[src/rtl/sync_fifo_ram_if.sv]
// Push/pop bundle for sync_fifo_ram: producer-side requests in, registered read data and status out.
// The FIFO takes the slave modport; the block that drives requests takes master.
interface sync_fifo_ram_if #(
    parameter int DATA_WIDTH = 8,
    parameter int DEPTH_LOG2 = 4
);
    logic                  iClear;
    logic                  iPush;
    logic [DATA_WIDTH-1:0] iData;
    logic                  iPop;
    logic [DATA_WIDTH-1:0] oData;
    logic                  oValid;
    logic                  oFull;
    logic                  oEmpty;
    logic [DEPTH_LOG2:0]   oCount;
    logic                  oOverflow;
    logic                  oUnderflow;

    modport master (
        output iClear, iPush, iData, iPop,
        input  oData, oValid, oFull, oEmpty, oCount, oOverflow, oUnderflow
    );

    modport slave (
        input  iClear, iPush, iData, iPop,
        output oData, oValid, oFull, oEmpty, oCount, oOverflow, oUnderflow
    );
endinterface

[src/rtl/sync_fifo_ram.sv]
// Single-clock FIFO over a registered-read RAM array; popped words appear one cycle after the request.
// Status is decoded from the count register alone, so no request input reaches oFull/oEmpty/oCount combinationally.
module sync_fifo_ram #(
    parameter int DATA_WIDTH = 8,
    parameter int DEPTH_LOG2 = 4
) (
    input  logic             Clock,
    input  logic             Reset,
    sync_fifo_ram_if.slave   fifo
);
    localparam int                  DEPTH     = 1 << DEPTH_LOG2;
    localparam logic [DEPTH_LOG2:0] DEPTH_CNT = (DEPTH_LOG2 + 1)'(DEPTH);

    logic [DATA_WIDTH-1:0] mem [DEPTH];
    logic [DEPTH_LOG2-1:0] wp;
    logic [DEPTH_LOG2-1:0] rp;
    logic [DEPTH_LOG2:0]   count;
    logic                  full;
    logic                  empty;
    logic                  push_ok;
    logic                  pop_ok;
    logic                  advance;
    logic [DATA_WIDTH-1:0] rd_data_p1;
    logic                  vld_p1;
    logic                  overflow;
    logic                  underflow;

    function automatic logic [DEPTH_LOG2:0] next_count(
        input logic [DEPTH_LOG2:0] cur,
        input logic                inc,
        input logic                dec
    );
        case ({inc, dec})
            2'b10:   return cur + 1'b1;
            2'b01:   return cur - 1'b1;
            default: return cur;
        endcase
    endfunction

    assign full    = (count == DEPTH_CNT);
    assign empty   = (count == '0);
    assign push_ok = fifo.iPush & ~full;
    assign pop_ok  = fifo.iPop & ~empty;
    // Reset and clear both suppress any request seen on the same edge.
    assign advance = ~Reset & ~fifo.iClear;

    always_ff @(posedge Clock) begin
        if (Reset) begin
            wp        <= '0;
            rp        <= '0;
            count     <= '0;
            vld_p1    <= 1'b0;
            overflow  <= 1'b0;
            underflow <= 1'b0;
        end else if (fifo.iClear) begin
            wp        <= '0;
            rp        <= '0;
            count     <= '0;
            vld_p1    <= 1'b0;
            overflow  <= 1'b0;
            underflow <= 1'b0;
        end else begin
            if (push_ok) wp <= wp + 1'b1;
            if (pop_ok)  rp <= rp + 1'b1;
            count  <= next_count(count, push_ok, pop_ok);
            vld_p1 <= pop_ok;
            if (fifo.iPush && full)  overflow  <= 1'b1;
            if (fifo.iPop  && empty) underflow <= 1'b1;
        end
    end

    // Storage is never reset; stale words just become unreachable when the pointers return to 0.
    always_ff @(posedge Clock) begin
        if (advance && push_ok) mem[wp] <= fifo.iData;
    end

    // Read stage p1: registered RAM output, held while no pop is accepted; clear leaves it alone.
    always_ff @(posedge Clock) begin
        if (Reset)
            rd_data_p1 <= '0;
        else if (advance && pop_ok)
            rd_data_p1 <= mem[rp];
    end

    assign fifo.oData      = rd_data_p1;
    assign fifo.oValid     = vld_p1;
    assign fifo.oFull      = full;
    assign fifo.oEmpty     = empty;
    assign fifo.oCount     = count;
    assign fifo.oOverflow  = overflow;
    assign fifo.oUnderflow = underflow;
endmodule

[src/flat_wrapper.sv]
// flat-port wrapper written by rule: the top's interface ports become plain ports
module sync_fifo_ram_flat 
#(
    parameter int DATA_WIDTH = 8,
    parameter int DEPTH_LOG2 = 4
)
  (Clock, Reset, fifo_iClear, fifo_iPush, fifo_iData, fifo_iPop, fifo_oData, fifo_oValid, fifo_oFull, fifo_oEmpty, fifo_oCount, fifo_oOverflow, fifo_oUnderflow);
  sync_fifo_ram_if #(.DATA_WIDTH(DATA_WIDTH), .DEPTH_LOG2(DEPTH_LOG2)) fifo_i ();
  input  logic Clock;
  input  logic Reset;
  input wire logic [$bits(fifo_i.iClear)-1:0] fifo_iClear;
  input wire logic [$bits(fifo_i.iPush)-1:0] fifo_iPush;
  input wire logic [$bits(fifo_i.iData)-1:0] fifo_iData;
  input wire logic [$bits(fifo_i.iPop)-1:0] fifo_iPop;
  output wire logic [$bits(fifo_i.oData)-1:0] fifo_oData;
  output wire logic [$bits(fifo_i.oValid)-1:0] fifo_oValid;
  output wire logic [$bits(fifo_i.oFull)-1:0] fifo_oFull;
  output wire logic [$bits(fifo_i.oEmpty)-1:0] fifo_oEmpty;
  output wire logic [$bits(fifo_i.oCount)-1:0] fifo_oCount;
  output wire logic [$bits(fifo_i.oOverflow)-1:0] fifo_oOverflow;
  output wire logic [$bits(fifo_i.oUnderflow)-1:0] fifo_oUnderflow;
  assign fifo_i.iClear = fifo_iClear;
  assign fifo_i.iPush = fifo_iPush;
  assign fifo_i.iData = fifo_iData;
  assign fifo_i.iPop = fifo_iPop;
  assign fifo_oData = fifo_i.oData;
  assign fifo_oValid = fifo_i.oValid;
  assign fifo_oFull = fifo_i.oFull;
  assign fifo_oEmpty = fifo_i.oEmpty;
  assign fifo_oCount = fifo_i.oCount;
  assign fifo_oOverflow = fifo_i.oOverflow;
  assign fifo_oUnderflow = fifo_i.oUnderflow;
  sync_fifo_ram #(.DATA_WIDTH(DATA_WIDTH), .DEPTH_LOG2(DEPTH_LOG2)) u_core (.Clock(Clock), .Reset(Reset), .fifo(fifo_i));
endmodule
[config.mk]
export PLATFORM = sky130hd
export DESIGN_NAME = sync_fifo_ram_flat
export DESIGN_NICKNAME = d
export VERILOG_FILES = /design/src/rtl/sync_fifo_ram_if.sv /design/src/rtl/sync_fifo_ram.sv /design/src/flat_wrapper.sv
export SDC_FILE = /design/constraint.sdc
export NUM_CORES = 1
export LEC_CHECK = 0
export BUFFER_PORTS_ARGS = -buffer_cell sky130_fd_sc_hd__buf_4
export CAP_MARGIN = 20
export CORE_MARGIN = 2
export CORE_UTILIZATION = 57
export DETAILED_ROUTE_END_ITERATION = 10
export PLACE_DENSITY_LB_ADDON = 0.08
export SLEW_MARGIN = 10
export SYNTH_ARGS = -nofsm -noshare
export SYNTH_HDL_FRONTEND = slang
export SYNTH_SLANG_ARGS = --single-unit
[constraint.sdc]
create_clock -name Clock -period 3.8 [get_ports Clock]
set_input_delay 0 -clock Clock [delete_from_list [all_inputs] [get_ports Clock]]
set_output_delay 0 -clock Clock [all_outputs]
set_load 0.01 [all_outputs]
# Yosys cells after proc, flatten, opt, wreduce, memory -nomap -nowiden

Memory sizes are Yosys's and may differ from the RTL's. A register that Yosys moved wholly into a read port is not among the register bits.
Index checks and enable logic that the tools add are counted.
W data, S select, Z words.

Add/sub/neg operators: 4
Eq/ne operators: 3
Muxes and demuxes: 3
Bitwise logic cells: 7
Reductions and logical operators: 7

Operator list:

| kind                  | count |
|---|---|
| $pmux W5 S2           | 1 |
| $add A4 B1 Y4 const B | 2 |
| $add A5 B1 Y5 const B | 1 |
| $eq A5 B5 Y1 const B  | 1 |
| $logic_not A5 Y1      | 1 |
| $sub A5 B1 Y5 const B | 1 |
| $logic_and A1 B1 Y1   | 4 |
| $not A1 Y1            | 4 |
| $and A1 B1 Y1         | 3 |
| $eq A2 B1 Y1 const B  | 1 |
| $eq A2 B2 Y1 const B  | 1 |
| $mux W1               | 2 |
| $reduce_bool A2 Y1    | 1 |
| $reduce_or A2 Y1      | 1 |

Register bits after elaboration: 16
Bits in writable memories: 128
Input port bits: 13
Output and inout port bits: 18
Memories: 1

Memory list:

| memory     | words | bits a word | read ports | clocked after Yosys merged registers in | write ports | RTL line            | source |
|---|---|---|---|---|---|---|---|
| u_core.mem | 16    | 8           | 1          | 1                                       | 1           | sync_fifo_ram.sv:14 | `logic [DATA_WIDTH-1:0] mem [DEPTH];` |

# Longest topological paths before layout

Gate-level depths: netlist (run 1).

Depth after elaboration: 6
Depth in mapped cells: 9

# Worst setup path before layout (run 1)

Ideal clock, no wire load.

Path type: register -> register
From: register u_core.count[0], in the netlist u_core.fifo.oCount[0]
To: register u_core.count[4], in the netlist u_core.fifo.oCount[4]
Setup time: 0.072 ns
Arrival time: 2.428 ns
Data required time: 3.728 ns
Path slack: 1.301 ns
Stages on the path, launching flop included: 10
Buffers on the path: 0
Clock period less this slack: 2.499 ns
Cells stage by stage: dfxtp_1 -> nor4_1 -> a21boi_1 -> inv_1 -> ha_1 -> fa_1 -> a21o_1 -> a21oi_1 -> mux2i_1 -> mux2i_1

Longest elaborated chain between the ends: 5

Ends and longest elaborated chain:

| element                                           | RTL line                                 | source |
|---|---|---|
| start: declaration                                | sync_fifo_ram.sv:17                      | `logic [DEPTH_LOG2:0] count;` |
| start signal: assignment                          | sync_fifo_ram.sv:65                      | `count <= next_count(count, push_ok, pop_ok);` |
| $eq A5 B5 Y1 or $logic_not A5 Y1 (tied branches)  | sync_fifo_ram.sv:40, sync_fifo_ram.sv:41 |  |
| $not A1 Y1 (on tied branches)                     | sync_fifo_ram.sv:42, sync_fifo_ram.sv:43 |  |
| $and A1 B1 Y1 (on tied branches)                  | sync_fifo_ram.sv:42, sync_fifo_ram.sv:43 |  |
| $eq A2 B1 Y1 or $eq A2 B2 Y1 (tied branches)      | sync_fifo_ram.sv:33                      | `case ({inc, dec})` |
| $pmux W5 S2 or $reduce_bool A2 Y1 (tied branches) | n/a                                      |  |

Parallel ways exist; a longest one is shown, timed or not.
A chain may end at the register's enable or synchronous reset.

# Worst setup path in the final report (run 1)

Same ends and word-level chain as after synthesis.

==> flow_metrics.tcl, run 1 <==
set metrics [dict create \
    dr_total_vias 3135 \
    hp-class "primary input to register" \
    synth_area_mm2 0.00606 \
    rsz0062_at_grt "no" \
    drive_gt1_frac 0.249 \
    start_kind "register" \
    clk_path_buf_depth 2 \
    ir_drop_uv 448 \
    vias_per_cell 5.88 \
    gp_congestion 0.743 \
    dpl-instance-area_mm2 0.00642 \
    portBuffers 30 \
    synth_cell_type_count 33 \
    worst_ep_required_time_ps 4260 \
    synth_edf_count 128 \
    detail-route-antenna-nets 0 \
    dp.cells 486 \
    grt_pass1_vias 3189 \
    cts_setup_buffers 0 \
    timing.fmax_mhz 364 \
    cp_max_fo 6 \
    regToRegSetupSlack_ps 1050 \
    fin_worst_skew_ps 12.4 \
    n_antenna_cell 0 \
    slew_headroom 0.341 \
    worst_ep_arrival_time_ps 3210 \
    grt_max_degree 18 \
    netlist_top_cells_count "edfxtp_1, nor2_1, mux4_2, dfxtp_1, mux2i_1" \
    slew_violations 0 \
    path_clk_slew_ps 60 \
    detail_route.wl_per_cell_um 22.3 \
    async_flop_share 0 \
    instances_no_fill 533 \
    coreArea_mm2 0.0103 \
    ys.flop_type "edfxtp_1" \
    hpwl_um 7440 \
    start_util 0.587 \
    fin_nets 407 \
    yosysSeqAreaShare 0.713 \
    power.leakage_nw 2.39 \
    synth_nets 353 \
    wl_um 11900 \
    endpoint_kind "register" \
    cap_viol_max_count 0 \
    die_w_um 107 \
    postLayoutCoreUtil 0.694 \
    final_cell_area_mm2 0.00717 \
    die_h_um 107 \
    htree_levels 4 \
    fp.dieArea_mm2 0.0115 \
    synth_top_area_share 0.634 \
    hold_viol_final 0 \
    netlist_instances 330 \
    synth_most_common_cell "edfxtp_1" \
    setup_viol 0 \
    cts_sinks 152 \
    synth.area.top_cells "edfxtp_1, mux4_2, dfxtp_1" \
    rows 37 \
    cts_tree "done" \
    drc 0 \
    gr-usage-all-layers 0.227 \
    worstMarginPinSlew_ps 984 \
    grt_antenna_before_repair 0 \
    numCtsBuffers 17 \
    critPathKind "register to register" \
    io_pins 31 \
    clockRootBuffer "clkbuf_8" \
    synth_warnings 0 \
    status "finished, final reports clean" \
    finalCritPeriodShare 0.723 \
    ys_seq_elements 152 \
    clk_latency_ps 530 \
    period_needed_ps 2750 \
    first_pass_iters 4 \
    grt_pass1_wl_um 18000 \
    drt_iter0_drc 246 \
    gr-total-overflow 0 \
    synth.avg_cell_area_um2 18.4 \
    power_density_mw_per_mm2 508 \
    areaGrowthSynthToFinish_pct 18.2 \
    fin_setup_tns_ps 0 \
    yosys.area.top_type "edfxtp_1" \
]
[repair_timing]
item,CTS,global route
resized for setup,0,0
hold endpoints to repair,151,0
setup endpoints to repair,0,0
hold buffers,15,0
[final timing paths]
| path | start | end | cells after the start |
|---|---|---|---|
| hold reg to reg | u_core.fifo.oData[5] | u_core.fifo.oData[5] | 1 |
| hold / removal | fifo_iData[7] | u_core.mem[1][7] | 2 |
| setup / recovery | u_core.fifo.oCount[0] | u_core.fifo.oCount[4] | 9 |
| setup reg to reg | u_core.fifo.oCount[0] | u_core.fifo.oCount[4] | 9 |
[stage by stage]
step,hold slack [ps],power (mW),setup slack (ps)
finish,325,3.64,1050
global route,328,3.74,800
CTS,310,3.66,1040
detailed placement,286,1.97,1060
global placement,264,1.96,1180
floorplan,98.9,1.92,1300
[cell usage in the layout (no fill, tap or decap), types with 2 or more instances in the layout]
| cell | n |
|---|---|
| nand2_1 | 7 |
| ha_1 | 9 |
| clkbuf_16 | 16 |
| clkbuf_8 | 2 |
| xnor2_1 | 4 |
| o22ai_1 | 8 |
| a31o_1 | 8 |
| nand3_1 | 2 |
| clkbuf_1 | 5 |
| and3_1 | 2 |
| a21boi_1 | 2 |
| dlygate4sd3_1 | 15 |
| mux4_2 | 32 |
| a21o_1 | 2 |
| inv_1 | 7 |
| nor2_1 | 35 |
| dfxtp_1 | 23 |
| bufinv_16 | 4 |
| clkinv_2 | 2 |
| o2111ai_4 | 2 |
| clkinvlp_4 | 2 |
| a21oi_1 | 5 |
| xor2_1 | 5 |
| edfxtp_1 | 128 |
| buf_4 | 35 |
| mux2i_1 | 21 |
| o211ai_1 | 3 |
[final cells by class]
cell class,instances,area [µm²]
Inverter,7,26.3
Tap cell,136,170
Multi-Input combinational cell,156,1640
Clock inverter,9,149
Fill cell,631,3160
Timing Repair Buffer,50,413
Sequential cell,152,4330
Clock buffer,23,447
[per-layer routing]
| metal | vias up | routed length [µm] | global-route usage |
|---|---|---|---|
| li1 | 1417 | - | - |
| met1 | 1594 | 4900 | 0.291 |
| met2 | 99 | 6060 | 0.367 |
| met3 | 25 | 670 | 0.0638 |
| met4 | 0 | 274 | 0.0928 |
| met5 | - | 0 | 0 |
[logic make-up after synthesis]
group / Yosys count / synth area share
flops: 152 / 0.713
mux: 53 / 0.153
simple gates: 52 / 0.0369
compound gates: 32 / 0.0446
buf+inv: 22 / 0.0171
fa+ha+maj: 10 / 0.0219
xor+xnor: 9 / 0.0130
[state kept, by name, indices dropped and copies added (netlist names)]
register                cells
u_core.mem                128
u_core.fifo.oData           8
u_core.fifo.oCount          5
u_core.rp                   4
u_core.wp                   4
u_core.fifo.oOverflow       1
u_core.fifo.oUnderflow      1
u_core.fifo.oValid          1
[where the power goes]
part | internal, mW | switching [mW] | leakage, nW
clock network | 1.08 | 0.618 | 0.284
logic | 0.0515 | 0.0705 | 0.761
registers | 1.81 | 0.00872 | 1.35
[worst max-delay path, stage by stage, from the launching register on]
cell      delay, ps
dfxtp_1         460
nor4_1          130
a21boi_1        460
inv_1           100
ha_1            280
fa_1            430
a21o_1          200
a21oi_1         190
mux2i_1         240
mux2i_1         190
Note: power is estimated with default switching activity, not from simulation.
==> run 2, diff against run 1 <==
--- a/config.mk
+++ b/config.mk
@@ -8,7 +8,7 @@
 export BUFFER_PORTS_ARGS = -buffer_cell sky130_fd_sc_hd__buf_4
 export CAP_MARGIN = 20
 export CORE_MARGIN = 2
-export CORE_UTILIZATION = 57
+export CORE_UTILIZATION = 54
 export DETAILED_ROUTE_END_ITERATION = 10
 export PLACE_DENSITY_LB_ADDON = 0.08
 export SLEW_MARGIN = 10
==> constraint.sdc (replaced) <==
create_clock -name Clock -period 2.3 [get_ports Clock]
set_input_delay 0 -clock Clock [delete_from_list [all_inputs] [get_ports Clock]]
set_output_delay 0 -clock Clock [all_outputs]
set_load 0.01 [all_outputs]
==> run 2 against run 1 <==
Compared with the run above: power increased by 54%; largest power group unchanged; flip-flop and latch count unchanged; critical endpoint unchanged; highest routed layer unchanged; largest cell class unchanged; sequential power increased by 65%; sequential share of layout area decreased by 0.88 points.
==> flow_metrics.tcl, run 2 (synthesized netlist as in run 1, its figures left out) <==
set metrics [dict create \
    detail-route-antenna-nets 0 \
    cts_tree "done" \
    dr_total_vias 3133 \
    cts_sinks 152 \
    clockPowerShare 0.423 \
    path_cells "nor4_4, a21boi_2, ha_4, fa_2, a21o_1, a21oi_2, mux2i_1, mux2i_1" \
    die_h_um 110 \
    fin_setup_tns_ps 0 \
    htree_levels 4 \
    drc 0 \
    die_w_um 110 \
    p_switching_mw 1.11 \
    path_depth 8 \
    period_needed_ps 2180 \
    most-common-layout-cells "edfxtp_1, buf_4, nor2_1" \
    n_antenna_cell 0 \
    dpl-instance-area_mm2 0.00656 \
    fin_worst_skew_ps 14.6 \
    detail_route.wl_per_cell_um 21.0 \
    grt_max_degree 35 \
    slowest_stage "dfxtp_4" \
    grt_pass1_vias 3256 \
    areaGrowthSynthToFinish_pct 20.1 \
    numCtsBuffers 17 \
    gp_congestion 0.726 \
    start_kind "register" \
    cap_viol_max_count 0 \
    fin_nets 422 \
    coreArea_mm2 0.0109 \
    path_delay_family "adder cells" \
    fp.dieArea_mm2 0.0121 \
    portBuffers 30 \
    hp-class "primary input to register" \
    worstMarginPinSlew_ps 892 \
    final_cell_area_mm2 0.00728 \
    critPathBufInv 0 \
    dp.cells 501 \
    worst_ep_arrival_time_ps 2630 \
    whs_path_depth 2 \
    final_common_cell "edfxtp_1" \
    netSwitchingFraction 0.197 \
    first_pass_iters 4 \
    clk_path_buf_depth 2 \
    hold_slack_ps 327 \
    regToRegSetupSlack_ps 120 \
    total_power_mw 5.62 \
    setup_viol 0 \
    largest_reg_flops 128 \
    drt_iter0_drc 329 \
    slew_violations 0 \
    critPathKind "register to register" \
    slew_headroom 0.403 \
    vias_per_cell 5.68 \
    hpwl_um 7290 \
    seqPwrFrac 0.535 \
    fill_cells 746 \
    clk_latency_ps 520 \
    hold_viol_final 0 \
    drive_gt1_frac 0.294 \
    wl_um 11600 \
    status "finished, final reports clean" \
    worst_ep_required_time_ps 2750 \
    grt_pass1_wl_um 17800 \
    grt_antenna_before_repair 0 \
    ir_drop_uv 630 \
    power_density_mw_per_mm2 772 \
    p_int_mw 4.51 \
    power.leakage_nw 2.44 \
    cp_common_cell "mux2i_1" \
    finalCritPeriodShare 0.947 \
    r2r_cells 8 \
    io_pins 31 \
    rows 38 \
    endpoint_kind "register" \
    path_clk_slew_ps 60 \
    critPathMaxStageDelay_ps 370 \
    pwr-share-comb 0.041 \
    timing.fmax_mhz 459 \
    cp_max_fo 5 \
    gr-usage-all-layers 0.216 \
    regMostFlops "u_core.mem" \
    dp_worst_setup_slack_ps 2.29 \
    postLayoutCoreUtil 0.669 \
    start_util 0.557 \
    clockRootBuffer "clkbuf_8" \
    instances_no_fill 552 \
    fin_ws_ps 122 \
    gr-total-overflow 0 \
]
## run 2: cell types whose count changed in the layout (fill, tap and decap cells not counted), moves of 2 or more
cell	previous run	this run
buf_12	0	2
a21boi_1	2	0
buf_4	35	48
clkbuf_8	2	4
bufinv_16	4	0
dfxtp_1	23	21
ha_1	9	7
a21boi_2	0	2
ha_4	0	2
clkbuf_1	5	8
## run 2: final cells by class
cell class / instances / area, µm² / area share
clock buffer: 28 / 485 / 0.0667
clock inverter: 4 / 22.5 / 0.00309
inverter: 7 / 26.3 / 0.00361
multi-input combinational: 156 / 1690 / 0.232
sequential: 152 / 4330 / 0.595
tap: 140 / 175 / 0.0241
timing repair buffer: 65 / 551 / 0.0756
## run 2: metal layers
layer / global-route usage / share of wire
met1: 0.277 / 0.40
met2: 0.361 / 0.52
met3: 0.0500 / 0.073
met4: 0.0859 / 0.011
met5: 0 / 0
## run 2: path summary, 6_finish.rpt
path / start / end
hold reg to reg: u_core.fifo.oData[6] / u_core.fifo.oData[6]
setup / recovery: u_core.fifo.oCount[0] / u_core.fifo.oCount[4]
hold / removal: fifo_iData[5] / u_core.mem[9][5]
setup reg to reg: u_core.fifo.oCount[0] / u_core.fifo.oCount[4]
## run 2: timing repair
item                                   in CTS  in global routing
buffers inserted                            0                  4
hold buffers                               15                  0
setup endpoints to repair                   1                  1
endpoints found under the hold margin     151                  0
pin swaps                                   1                  2
gates resized for setup                     0                  5
## run 2: power by group through the flow
stage               Sequential (mW)  Clock [mW]  Combinational (mW)
finish                         3.01        2.38               0.233
detailed placement             3.07           0               0.200
global placement               3.07           0               0.195
floorplan                      3.07           0              0.0992
global route                   3.01        2.56               0.255
CTS                            3.01        2.43               0.220
